==> src/rtl/prog_seq.sv <==
// prog_seq: run sequencer for the 9-bit core.
//
// It accepts a host run request on a 4-phase req/done handshake and picks one
// of NPROG program entry points. It then loads that entry into the PC, enables
// the core until it halts or the watchdog expires, and finally reports
// completion, timeout and the RUN cycle count. While idle the core is held in
// reset.
//
// Ports:
//   clk        in   clock
//   reset      in   asynchronous active-high reset
//   req        in   host run request (level, 4-phase)
//   prog_sel   in   program index, sampled on the IDLE->LOAD edge
//   halt       in   core halt decode, meaningful while core_en=1
//   core_rst   out  holds core state/PC in reset (IDLE)
//   core_en    out  core advance enable (RUN)
//   ld_pc      out  one-cycle PC load strobe (LOAD)
//   start_addr out  entry address presented with ld_pc
//   busy       out  sequencer in LOAD or RUN
//   done       out  run complete, held until req drops
//   timeout    out  run ended by watchdog, valid while done=1
//   cycles     out  RUN cycles counted for the last or current run
module prog_seq #(
  parameter int D     = 12,
  parameter int NPROG = 4,
  parameter int CW    = 16,
  parameter int TMO   = 4000
) (
  input  logic                     clk,
  input  logic                     reset,
  input  logic                     req,
  input  logic [$clog2(NPROG)-1:0] prog_sel,
  input  logic                     halt,
  output logic                     core_rst,
  output logic                     core_en,
  output logic                     ld_pc,
  output logic [D-1:0]             start_addr,
  output logic                     busy,
  output logic                     done,
  output logic                     timeout,
  output logic [CW-1:0]            cycles
);

  localparam int SW = $clog2(NPROG);
  // Count value whose next RUN edge reaches the watchdog limit.
  localparam logic [CW-1:0] TMO_LAST = CW'(TMO - 1);

  typedef enum logic [1:0] {
    S_IDLE = 2'd0,
    S_LOAD = 2'd1,
    S_RUN  = 2'd2,
    S_DONE = 2'd3
  } state_t;

  state_t          state_r;
  state_t          state_s;
  logic [CW-1:0]   cycles_r;
  logic [CW-1:0]   cycles_s;
  logic            timeout_r;
  logic            timeout_s;
  logic [D-1:0]    start_addr_r;
  logic [D-1:0]    start_addr_s;
  logic            core_rst_r;
  logic            core_en_r;
  logic            ld_pc_r;
  logic            busy_r;
  logic            done_r;
  logic            core_rst_s;
  logic            core_en_s;
  logic            ld_pc_s;
  logic            busy_s;
  logic            done_s;

  // Next-state, counter, watchdog and entry-address logic.
  always_comb begin
    state_s      = state_r;
    cycles_s     = cycles_r;
    timeout_s    = timeout_r;
    start_addr_s = start_addr_r;
    case (state_r)
      S_IDLE: begin
        if (req) begin
          state_s   = S_LOAD;
          cycles_s  = {CW{1'b0}};
          timeout_s = 1'b0;
          // Entry regions are equal power-of-two slices of the PC space, so
          // the index simply becomes the top address bits.
          start_addr_s = {prog_sel, {(D-SW){1'b0}}};
        end else begin
          state_s = S_IDLE;
        end
      end
      S_LOAD: begin
        if (req) begin
          state_s = S_RUN;
        end else begin
          state_s = S_IDLE;
        end
      end
      S_RUN: begin
        // Counts every RUN edge, including the one that leaves RUN.
        cycles_s = cycles_r + CW'(1);
        if (!req) begin
          state_s = S_IDLE;
        end else if (halt) begin
          state_s   = S_DONE;
          timeout_s = 1'b0;
        end else if (cycles_r == TMO_LAST) begin
          state_s   = S_DONE;
          timeout_s = 1'b1;
        end else begin
          state_s = S_RUN;
        end
      end
      S_DONE: begin
        if (!req) begin
          state_s = S_IDLE;
        end else begin
          state_s = S_DONE;
        end
      end
      default: begin
        state_s = S_IDLE;
      end
    endcase
  end

  // Output decode of the upcoming state so the outputs can be registered
  // while still lining up with the state they describe.
  always_comb begin
    core_rst_s = (state_s == S_IDLE);
    core_en_s  = (state_s == S_RUN);
    ld_pc_s    = (state_s == S_LOAD);
    busy_s     = (state_s == S_LOAD) || (state_s == S_RUN);
    done_s     = (state_s == S_DONE);
  end

  // State, datapath and registered-output flops.
  always_ff @(posedge clk or posedge reset) begin
    if (reset) begin
      state_r      <= S_IDLE;
      cycles_r     <= {CW{1'b0}};
      timeout_r    <= 1'b0;
      start_addr_r <= {D{1'b0}};
      core_rst_r   <= 1'b1;
      core_en_r    <= 1'b0;
      ld_pc_r      <= 1'b0;
      busy_r       <= 1'b0;
      done_r       <= 1'b0;
    end else begin
      state_r      <= state_s;
      cycles_r     <= cycles_s;
      timeout_r    <= timeout_s;
      start_addr_r <= start_addr_s;
      core_rst_r   <= core_rst_s;
      core_en_r    <= core_en_s;
      ld_pc_r      <= ld_pc_s;
      busy_r       <= busy_s;
      done_r       <= done_s;
    end
  end

  assign core_rst   = core_rst_r;
  assign core_en    = core_en_r;
  assign ld_pc      = ld_pc_r;
  assign start_addr = start_addr_r;
  assign busy       = busy_r;
  assign done       = done_r;
  assign timeout    = timeout_r;
  assign cycles     = cycles_r;

endmodule

==> config.mk <==
export PLATFORM = sky130hd
export DESIGN_NAME = prog_seq
export DESIGN_NICKNAME = d
export VERILOG_FILES = /design/src/rtl/prog_seq.sv
export SDC_FILE = /design/constraint.sdc
export NUM_CORES = 1
export LEC_CHECK = 0
export ABC_AREA = 1
export BUFFER_PORTS_ARGS = -buffer_cell sky130_fd_sc_hd__buf_4
export CORE_UTILIZATION = 56
export DETAILED_ROUTE_END_ITERATION = 10
export PLACE_DENSITY = 0.84
export SYNTH_ARGS = -nofsm -noshare
export SYNTH_HDL_FRONTEND = slang
export SYNTH_SLANG_ARGS = --single-unit
export TNS_END_PERCENT = 50
==> constraint.sdc <==
create_clock -name clk -period 3.7 [get_ports clk]
set_input_delay 0.555 -clock clk [delete_from_list [all_inputs] [get_ports clk]]
set_output_delay 0.555 -clock clk [all_outputs]
set_load 0.1 [all_outputs]
==> metrics.yaml <==
worst_setup_path:
  crit_start: "cycles[1]"
  r2r_cells: 9
  cpMostUsedCell: "nand2_1"
  r2r-start: "cycles[1]"
  r2r_slack_ns: 1.89
  crit_required_ns: 3.98
  worstPathArrival_ns: 2.08
  crit_slowest_cell: "dfrtp_1"
  slowest_delay_ns: 0.44
  crit_buf_inv: 2
  crit_chain: "ha_1, nand2_1, inv_1, nand2_1, nor2_1, nand2_1, a21boi_0, ha_1, inv_1"
  r2r_end: "busy"
  critical_path.top_delay_family: "adder cells"
  crit_fanout: 5
  cp-start-kind: "flip-flop"
  crit_type: "reg2reg"
  worstSetupEndpointType: "flip-flop"
timing:
  period_share: 0.488
  fin_ws_ns: 1.89
  drv_slew: 0
  rsz0062_at_grt: "no"
  finClkSkew_ns: 0.00780
  relSlewSlack: 0.363
  period_minus_slack_ns: 1.81
  clock.fmax_mhz: 553
  setup_viol: 0
  tns_ns: 0
  final_hold_viol_count: 0
  worstMarginPinSlew_ns: 0.954
final_layout:
  drive_above_1_share: 0.187
  syn2layout_area_growth_pct: 17.5
  nets: 240
  antenna_cells: 0
die:
  die-area_um2: 2890
  io-pin-count: 40
  die_y_um: 53.7
  start_util: 0.599
  rows: 18
  die_w_um: 53.7
  design.core.area_um2: 2500
yosys:
  ys_seq_area_frac: 0.435
  async_flop_share: 1.00
  synth_top_area_share: 0.418
  synth_most_common_cell: "nand2_1"
  avgSynthCellArea_um2: 7.53
  syn-cell-area_um2: 1500
  yosysWarnings: 0
  synth_flop_cell: "dfrtp_1"
  synth.top_cells.by_count: "nand2_1 (53), inv_1 (28), dfrtp_1 (25)"
  synth_seq_cells: 26
  synth_cells: 199
  yosysTopAreaCell: "dfrtp_1"
  synth_edf_count: 0
  yosysUniqueCellTypes: 27
  synthTopCellsByArea: "dfrtp_1 (42%), nand2_1 (13%), inv_1 (7.0%), nand3_1 (5.7%), nor2_1 (5.5%)"
grt:
  grt_max_degree: 27
  grt_overflow: 0
  antenna_found_initial: 0
  grt_first_pass_wirelength_mm: 5.14
  grtUsageTotal: 0.249
  first_global_vias: 1239
place:
  dp_hpwl_mm: 2.38
  port_buffers: 29
  dp_slack_ns: 1.90
  gp_congestion: 0.912
clock_network:
  cts_resized: 0
  htree_levels: 1
  holdBufCountCts: 0
  root_buffer: "clkbuf_4"
  post_cts_buffers: 0
  clk_latency_ns: 0.32
  clock_sinks: 26
  cts_tree: "built"
  clk_pin_slew_worst_paths_ns: 0.14
  numCtsBuffers: 3
  clock_path_buffers: 2
power_and_ir_drop:
  p_per_area_nw_per_um2: 455
  ir_drop_uv: 451
  p_leak_nw: 0.898
route:
  vias: 1363
  vias_per_cell: 5.24
  antenna_left: 0
  post_drt_wl_per_cell_um: 11.8
  drc: 0
  finalWirelength_mm: 3.07
  dr.first_iter.drc_count: 44
  first_pass_iters: 4
worst_hold_path:
  hold_path.class: "in2reg"
  hp-start: "req"
  hold_depth: 2
  min_to: "core_rst"
flow_run:
  drv_cap: 0
status:
  status: "complete, no violations"
worst max-delay path by stage:
stage,endpoint,slack [ns],cells past startpoint
2_1_floorplan,busy,1.37,9
3_3_place_gp,busy,1.99,9
3_5_place_dp,busy,1.90,9
4_1_cts,busy,1.88,9
5_1_grt,busy,1.72,9
6_report,busy,1.89,9
metal layers:
layer  vias up  GRT usage  part of all wire
met1       645      0.317              0.46
li1        676          -                 -
met3         4     0.0282             0.043
met5         -          0                 0
met4         0     0.0833            0.0085
met2        38      0.432              0.49
state kept, by name, summed over array words and instances (netlist names):
register and cells:
busy 1, core_en 1, core_rst 1, cycles 16, done 1, ld_pc 1, start_addr 2, state_r 2
timeout 1
final cells by class:
cell class                 count  area (um2)
clock buffer                   3        22.5
clock inverter                 1        30.0
fill                         206         741
multi-input combinational    143         694
timing repair buffer          29         218
inverter                      28         105
sequential                    26         652
tap                           30        37.5
placed cells by master, fill, tap and decap left out:
master,count
a22o_1,1
o21bai_2,1
nand2_2,3
inv_1,28
o31ai_1,1
dfstp_2,1
nand4_1,7
o21a_1,1
nor2_1,22
dfrtp_1,25
nand3_2,1
buf_4,29
nor2_4,1
o22ai_1,1
clkbuf_4,3
xor2_1,1
a21oi_1,5
o21ai_0,7
o21ai_1,1
nand3_1,17
nand2_1,53
bufinv_16,1
conb_1,10
nor2_2,2
ha_1,3
o21bai_1,2
nand2_4,1
a21boi_0,2
power by group:
group          switching (mW)  leakage, nW  internal, mW
registers              0.0191        0.348         0.305
logic                   0.237        0.522        0.0463
clock network          0.0833       0.0279         0.110
cell families (layout without fill, tap and decap cells):
logic type | count (synthesis) | count (layout) | synth area share
compound gates | 22 | 22 | 0.0911
fa+ha+maj | 3 | 3 | 0.0251
other cells | 1 | 10 | 0.00250
buf+inv | 39 | 61 | 0.124
simple gates | 107 | 107 | 0.317
xor+xnor | 1 | 1 | 0.00585
flops | 26 | 26 | 0.435
stage by stage:
step | total power, mW | area [um2] | hold slack, ns | utilization | instances
floorplan | 0.568 | 1530 | 0.576 | - | 208
global placement | 0.611 | 1710 | 0.467 | 0.683 | 256
detailed placement | 0.614 | 1710 | 0.474 | 0.683 | 256
CTS | 0.809 | 1760 | 0.366 | 0.704 | 260
global route | 0.831 | 1760 | 0.374 | 0.704 | 260
finish | 0.801 | 1760 | 0.378 | 0.704 | 260
worst reg2reg max path, cell delays in order, from the launching register on:
cell and delay [ns]:
dfrtp_1 0.44, ha_1 0.25, nand2_1 0.07, inv_1 0.08, nand2_1 0.05, nor2_1 0.14, nand2_1 0.11, a21boi_0 0.29
ha_1 0.29, inv_1 0.05
Note: power is estimated with default switching activity, not from simulation.
